==> src/rtl/ysyx_25020037_wbu.sv <==
// Write-back stage: takes one retiring instruction from the LSU and formats load data.
// It drives GPR/CSR commit strobes, the IFU redirect pc, a retire counter and a sticky halt flag.
module ysyx_25020037_wbu #(
    parameter logic [31:0] RESET_PC = 32'h3000_0000,
    parameter int          CNT_W    = 32
) (
    input  logic             clk,
    input  logic             rst,
    input  logic             lsu_valid,
    output logic             wbu_ready,
    input  logic [31:0]      in_pc,
    input  logic [31:0]      in_dnpc,
    input  logic [4:0]       in_rd,
    input  logic             in_gpr_wen,
    input  logic             in_is_load,
    input  logic             in_is_csr,
    input  logic [2:0]       in_ld_funct3,
    input  logic [1:0]       in_addr_lo,
    input  logic [31:0]      in_mem_rdata,
    input  logic [31:0]      in_alu_result,
    input  logic [31:0]      in_csr_rdata,
    input  logic [31:0]      in_csr_wdata,
    input  logic [5:0]       in_csr_wen,
    input  logic             in_ecall,
    input  logic             in_mret,
    input  logic             in_ebreak,
    input  logic [31:0]      mtvec,
    input  logic [31:0]      mepc,
    output logic             wbu_valid,
    input  logic             gpr_ready,
    output logic             gpr_wen,
    output logic [4:0]       rd,
    output logic [31:0]      gpr_wdata,
    output logic [5:0]       csr_wen,
    output logic [31:0]      csr_wcsr_data,
    output logic             ecall_en,
    output logic             mret_en,
    output logic [31:0]      pc,
    output logic [31:0]      npc,
    output logic             npc_valid,
    output logic [CNT_W-1:0] retire_cnt,
    output logic             halt
);

    typedef enum logic {IDLE, BUSY} state_t;

    state_t             state_q, state_d;
    logic               gpr_wen_q, gpr_wen_d;
    logic [4:0]         rd_q, rd_d;
    logic [31:0]        gpr_wdata_q, gpr_wdata_d;
    logic [5:0]         csr_wen_q, csr_wen_d;
    logic [31:0]        csr_wdata_q, csr_wdata_d;
    logic               ecall_q, ecall_d;
    logic               mret_q, mret_d;
    logic               ebreak_q, ebreak_d;
    logic [31:0]        pc_q, pc_d;
    logic [31:0]        dnpc_q, dnpc_d;
    logic [31:0]        npc_q, npc_d;
    logic [CNT_W-1:0]   cnt_q, cnt_d;
    logic               halt_q, halt_d;

    logic               accept;
    logic               commit;
    logic [31:0]        ld_sh;
    logic [31:0]        ld_data;
    logic [31:0]        wdata_sel;

    assign wbu_valid     = (state_q == BUSY);
    assign wbu_ready     = ~halt_q & (~wbu_valid | gpr_ready);
    assign commit        = wbu_valid & gpr_ready;
    assign accept        = lsu_valid & wbu_ready;
    assign npc_valid     = commit;

    assign gpr_wen       = gpr_wen_q;
    assign rd            = rd_q;
    assign gpr_wdata     = gpr_wdata_q;
    assign csr_wen       = csr_wen_q;
    assign csr_wcsr_data = csr_wdata_q;
    assign ecall_en      = ecall_q;
    assign mret_en       = mret_q;
    assign pc            = pc_q;
    assign npc           = npc_q;
    assign retire_cnt    = cnt_q;
    assign halt          = halt_q;

    // Align the loaded byte/half to bit 0, then extend by access type.
    always_comb begin
        ld_sh   = in_mem_rdata >> {in_addr_lo, 3'b000};
        ld_data = 32'h0;
        case (in_ld_funct3)
            3'b000:  ld_data = {{24{ld_sh[7]}}, ld_sh[7:0]};
            3'b001:  ld_data = {{16{ld_sh[15]}}, ld_sh[15:0]};
            3'b010:  ld_data = in_mem_rdata;
            3'b100:  ld_data = {24'h0, ld_sh[7:0]};
            3'b101:  ld_data = {16'h0, ld_sh[15:0]};
            default: ld_data = 32'h0;
        endcase
        if (in_is_load) begin
            wdata_sel = ld_data;
        end else if (in_is_csr) begin
            wdata_sel = in_csr_rdata;
        end else begin
            wdata_sel = in_alu_result;
        end
    end

    // Next state: commit retires the held instruction, accept loads a new one.
    always_comb begin
        state_d     = state_q;
        gpr_wen_d   = gpr_wen_q;
        rd_d        = rd_q;
        gpr_wdata_d = gpr_wdata_q;
        csr_wen_d   = csr_wen_q;
        csr_wdata_d = csr_wdata_q;
        ecall_d     = ecall_q;
        mret_d      = mret_q;
        ebreak_d    = ebreak_q;
        pc_d        = pc_q;
        dnpc_d      = dnpc_q;
        npc_d       = npc_q;
        cnt_d       = cnt_q;
        halt_d      = halt_q;
        if (commit) begin
            cnt_d   = cnt_q + CNT_W'(1);
            halt_d  = halt_q | ebreak_q;
            state_d = IDLE;
            if (ecall_q) begin
                npc_d = mtvec;
            end else if (mret_q) begin
                npc_d = mepc;
            end else begin
                npc_d = dnpc_q;
            end
        end
        if (accept) begin
            state_d     = BUSY;
            gpr_wen_d   = in_gpr_wen & (in_rd != 5'd0);
            rd_d        = in_rd;
            gpr_wdata_d = wdata_sel;
            csr_wen_d   = in_csr_wen;
            csr_wdata_d = in_csr_wdata;
            ecall_d     = in_ecall;
            mret_d      = in_mret;
            ebreak_d    = in_ebreak;
            pc_d        = in_pc;
            dnpc_d      = in_dnpc;
        end
    end

    // State and output registers; reset drops any pending instruction.
    always_ff @(posedge clk or negedge rst) begin
        if (!rst) begin
            state_q     <= IDLE;
            gpr_wen_q   <= 1'b0;
            rd_q        <= 5'd0;
            gpr_wdata_q <= 32'h0;
            csr_wen_q   <= 6'h0;
            csr_wdata_q <= 32'h0;
            ecall_q     <= 1'b0;
            mret_q      <= 1'b0;
            ebreak_q    <= 1'b0;
            pc_q        <= 32'h0;
            dnpc_q      <= 32'h0;
            npc_q       <= RESET_PC;
            cnt_q       <= '0;
            halt_q      <= 1'b0;
        end else begin
            state_q     <= state_d;
            gpr_wen_q   <= gpr_wen_d;
            rd_q        <= rd_d;
            gpr_wdata_q <= gpr_wdata_d;
            csr_wen_q   <= csr_wen_d;
            csr_wdata_q <= csr_wdata_d;
            ecall_q     <= ecall_d;
            mret_q      <= mret_d;
            ebreak_q    <= ebreak_d;
            pc_q        <= pc_d;
            dnpc_q      <= dnpc_d;
            npc_q       <= npc_d;
            cnt_q       <= cnt_d;
            halt_q      <= halt_d;
        end
    end

endmodule

==> config.mk <==
export PLATFORM = sky130hd
export DESIGN_NAME = ysyx_25020037_wbu
export DESIGN_NICKNAME = d
export VERILOG_FILES = /design/src/rtl/ysyx_25020037_wbu.sv
export SDC_FILE = /design/constraint.sdc
export NUM_CORES = 1
export LEC_CHECK = 0
export ABC_AREA = 1
export CORE_AREA = 5 5 175 177
export CTS_BUF_LIST = sky130_fd_sc_hd__clkbuf_4
export DETAILED_ROUTE_END_ITERATION = 10
export DIE_AREA = 0 0 180 182
export GPL_TIMING_DRIVEN = 0
export HOLD_SLACK_MARGIN = 0.05
export PLACE_DENSITY = 0.76
export SETUP_SLACK_MARGIN = 0.2
export SYNTH_ARGS = -nofsm -noshare
export SYNTH_HDL_FRONTEND = slang
export SYNTH_SLANG_ARGS = --single-unit
==> constraint.sdc <==
create_clock -name clk -period 3.51 [get_ports clk]
set_clock_uncertainty 0.05 [all_clocks]
set_input_delay 1.053 -clock clk [delete_from_list [all_inputs] [get_ports clk]]
set_output_delay 1.053 -clock clk [all_outputs]
set_load 0.03 [all_outputs]
# ---- Yosys cells after proc, flatten, opt, wreduce, memory -nomap -nowiden
# Cells that the tools add are included.
dict set report op_classes {
  addsub 1
  n_eq_ne 4
  n_shift 1
  mux 7
  bitwise 8
  reduce_logical 3
}
# cell count
set ops {}
lappend ops {{$pmux 32 s5} 1}
lappend ops {{$mux 32} 4}
lappend ops {{$add 32x1->32 const B} 1}
lappend ops {{$shr 32x5->16} 1}
lappend ops {{$eq 3x3->1 const B} 2}
lappend ops {{$reduce_bool 5->1} 1}
lappend ops {{$and 1x1->1} 4}
lappend ops {{$eq 3x1->1 const B} 1}
lappend ops {{$eq 3x2->1 const B} 1}
lappend ops {{$logic_not 3->1} 1}
lappend ops {{$mux 1} 2}
lappend ops {{$not 1->1} 2}
lappend ops {{$or 1x1->1} 2}
lappend ops {{$reduce_bool 2->1} 1}
dict set report word_totals {
  regBits 209
  out_inout_bits 178
}

# ---- Longest topological paths before layout
dict set report logic_depth {
  word_depth 5
  depth_mapped 10
  ltp_nobuf 10
}

# ---- Worst setup path after synthesis
# OpenSTA, ideal clock, no wires.
dict set report synth_timing {
  kind {input -> output}
  start {input gpr_ready}
  end {output npc_valid}
  arrival_time_ns 1.713
  required_ns 2.407
  setup_slack_ns 0.694
  cell_stages 3
  path_buffers 1
  cell_sequence {nand2_2 clkinv_2 clkbuf_1}
}
dict set report synth_via {
  elab_chain_cells 1
}
# item line
set synth_rtl {}
lappend synth_rtl {{from (decl)} 30} ;# input logic gpr_ready,
lappend synth_rtl {{$and 1x1->1} 70} ;# assign commit = wbu_valid & gpr_ready;
lappend synth_rtl {{to (decl)} 40} ;# output logic npc_valid,
# No other way between the ends.

# ---- Worst setup path after layout
dict set report layout_timing {
  start {input gpr_ready}
  end {output wbu_ready}
}
dict set report layout_via {
  elab_chain_cells 2
}
# item line
set layout_rtl {}
lappend layout_rtl {{$or 1x1->1} 69} ;# assign wbu_ready = ~halt_q & (~wbu_valid | gpr_ready);
lappend layout_rtl {{$and 1x1->1} 69}
lappend layout_rtl {{to (decl)} 10} ;# output logic wbu_ready,
# No other way between the ends.

==> results.cfg <==
[status]
outcome = finished, final reports clean

[drt]
finalWirelength_mm = 44.8
initialDrtViolationCount = 797
detailed_routing_iterations_pass_1 = 5
route.detailed.drc = 0
wire_per_inst_um = 18.5
detail-route-antenna-nets = 0
post_drt_via_cell_ratio = 4.86
vias = 11800

[logic_synthesis]
syn_avg_cell_area_um2 = 7.32
synth_fp_nets = 1750
synthesis.yosys.warnings = 0
synth_area_mm2 = 0.0107
synth_cell_types = 39
synth_enable_flop_cells = 0
yosysSeqAreaShare_pct = 48.7
yosys_register_bits = 209
synthesis.instances = 1467
ys_async_sr_fraction_pct = 100
synth_flop_cell = sky130_fd_sc_hd__dfrtp_1

[clock_tree]
cts_hold_buffers = 0
clock_insertion_delay_worst_skew_ps = 680
cts_max_path_buffers = 3
cts_tree = yes
clock_sinks = 209
number_of_buffers_created_by_cts = 56
cts.reportedPaths.clkPinSlew_ps = 70
clock_tree.root_cell = sky130_fd_sc_hd__clkbuf_4
cts_htree_levels = 2

[power_and_ir_drop]
total_switching_power_mw = 5.73
p_clk_share_pct = 16.8
power_report.internal_total_mw = 7.31
power_frac_comb_pct = 51.8
cellLeakagePower_nw = 7.93
maximum_vdd_drop_uv = 539
switching_share_pct = 43.9
power_frac_seq_pct = 31.4
power.density_cell_area_mw_per_mm2 = 787

[timing]
timing.final.setup_violations = 0
post-route-period-util_pct = 93.4
min_period_ps = 3280
endpoints_failing_hold = 0
grt_setup_unrepaired = true
fmax_mhz = 305
slew_headroom_pct = 48.6
maxSlewViolCount = 0
holdWs_ps = 210
worst-slew-pin-transition_ps = 771

[global_routing]
global_route.overflow_total = 0
grt_pass1_wl_mm = 68.7
grtUsageTotal_pct = 26.4
antenna_found_initial = 6
grt_start_max_net_pins = 85
first_global_vias = 12000

[placement]
placed_cell_area_mm2 = 0.0159
placement.io_buffers = 457
gp_routability_congestion = 0.999
hpwlAfterDp_mm = 35.4

[layout]
fillerInstances = 2627
syn_to_final_growth_pct = 54.5
finish.instance_area_mm2 = 0.0166
fraction_of_final_layout_cells_sized_beyond_drive_strength_1_pct = 9.49
nNetsFinal = 2266

[worst_setup_path]
worstPathMaxFanout = 2
cp.arrival_ps = 2170
critical_path.startpoint_type = primary input
required_time_reported_for_the_critical_path_endpoint_ps = 2410
worstSetupPathType = in2out
endpoint_kind = output pin

[floorplanning]
die_y_um = 182
ios = 460
floorplan.die.width_um = 180
floorplan.core_area_mm2 = 0.0291
die_area_mm2 = 0.0328
rows = 63
start_util_pct = 36.9

[run]
maxCapViolCount = 0

[worst_hold_path]
worstHoldPathType = in2async
[placed cells by master (no fill, tap or decap), types with 24 or more instances in the layout]
cell / netlist / routed
sky130_fd_sc_hd__or2_2: 27 / 27
sky130_fd_sc_hd__dfrtp_1: 207 / 207
sky130_fd_sc_hd__clkbuf_1: 25 / 24
sky130_fd_sc_hd__or3_1: 32 / 32
sky130_fd_sc_hd__clkbuf_4: 0 / 89
sky130_fd_sc_hd__nor2_1: 166 / 166
sky130_fd_sc_hd__nand2_1: 619 / 619
sky130_fd_sc_hd__inv_1: 70 / 70
sky130_fd_sc_hd__clkdlybuf4s50_1: 0 / 454
sky130_fd_sc_hd__a21oi_1: 135 / 135
sky130_fd_sc_hd__nand3_1: 44 / 44
sky130_fd_sc_hd__buf_2: 30 / 31
[layout make-up]
| cell class | count | area [um^2] | share of cell area, % |
|---|---|---|---|
| clock buffer | 89 | 668 | 4.03 |
| clock inverter | 9 | 45.0 | 0.272 |
| antenna | 5 | 12.5 | 0.0754 |
| tap | 390 | 488 | 2.94 |
| buffer | 78 | 403 | 2.43 |
| sequential | 209 | 5230 | 31.5 |
| timing repair buffer | 459 | 4630 | 27.9 |
| multi-input combinational | 1104 | 4820 | 29.1 |
| inverter | 75 | 287 | 1.73 |
[synthesized netlist by cell type, types with 9 or more instances]
cell type	instances	area (um^2)
sky130_fd_sc_hd__dfrtp_1	207	5180
sky130_fd_sc_hd__or2_2	27	169
sky130_fd_sc_hd__nand2_1	619	2320
sky130_fd_sc_hd__clkbuf_1	25	93.8
sky130_fd_sc_hd__nand3_1	44	220
sky130_fd_sc_hd__buf_2	30	150
sky130_fd_sc_hd__xnor2_1	10	87.6
sky130_fd_sc_hd__nor2_1	166	623
sky130_fd_sc_hd__o21ai_0	20	100
sky130_fd_sc_hd__a21oi_1	135	676
sky130_fd_sc_hd__buf_4	13	97.6
sky130_fd_sc_hd__inv_1	70	263
sky130_fd_sc_hd__xor2_1	9	78.8
sky130_fd_sc_hd__or3_1	32	200
[worst paths after layout]
| check | startpoint | end | slack (ps) | cells after the start |
|---|---|---|---|---|
| max in group asynchronous | rst | csr_wcsr_data[20] | 2030 | 3 |
| worst max register to register | wbu_valid | dnpc_q[23] | 1530 | 6 |
| min in group clk | pc[4] | pc[4] | 430 | 2 |
| worst min register to register | pc[4] | pc[4] | 430 | 2 |
| worst max-delay path | gpr_ready | wbu_ready | 230 | 4 |
| worst min-delay path | rst | npc[17] | 210 | 1 |
[cells by family (layout without fill, tap and decap cells)]
| logic type | after synthesis | in the layout | synth area share [%] |
|---|---|---|---|
| other cells | 0 | 5 | 0 |
| xor+xnor | 19 | 19 | 1.55 |
| simple gates | 916 | 916 | 35.0 |
| flops | 209 | 209 | 48.7 |
| fa+ha+maj | 1 | 1 | 0.116 |
| buf+inv | 154 | 710 | 6.42 |
| compound gates | 168 | 168 | 8.21 |
[layer usage]
metal  up-vias  part of all wire [%]  track usage (%)  wire length [um]
li1       5662                     -                -                 -
met1      5500                    40             32.1             17900
met2       491                    49             45.6             21900
met3       100                   7.7             7.49              3450
met4         2                   3.3             8.26              1490
met5         -                 0.042                0                19
[critical path: stages]
cell and delay [ps]:
sky130_fd_sc_hd__clkdlybuf4s50_1 530, sky130_fd_sc_hd__inv_1 90, sky130_fd_sc_hd__a21oi_2 160, sky130_fd_sc_hd__clkdlybuf4s15_2 350
[state kept, by name, indices dropped and copies added (netlist names), 5 cells and up]
name           flops
csr_wcsr_data     32
gpr_wdata         32
npc               32
rd                 5
pc                32
retire_cnt        32
csr_wen            6
dnpc_q            32
[power groups by stage]
stage          combinational [mW]  sequential, mW  clock (mW)
2_1_floorplan                2.11            5.67           0
3_3_place_gp                 6.69            4.07           0
3_5_place_dp                 6.79            4.09           0
4_1_cts                      6.82            4.08        2.25
5_1_grt                      7.27            4.21        2.38
6_report                     6.76            4.10        2.19
[through the flow]
| stage | power, mW | setup TNS (ps) | setup slack [ps] | instances | utilization [%] |
|---|---|---|---|---|---|
| global placement | 10.8 | -1606810 | -7740 | 2314 | 54.3 |
| detailed placement | 10.9 | -773 | -643 | 2316 | 54.5 |
| global route | 13.9 | 0 | 192 | 2418 | 57.0 |
| finish | 13.0 | 0 | 233 | 2418 | 57.0 |
| floorplan | 7.78 | 0 | 694 | 1467 | - |
| CTS | 13.2 | 0 | 167 | 2413 | 57.0 |
[what timing repair did]
item                       CTS  global route
setup buffers                0             0
setup endpoints to repair    2             1
cloned                       0             0
pin swaps                    0             0
resized for setup            7             3
No activity file was read; power rests on OpenSTA's default activity.
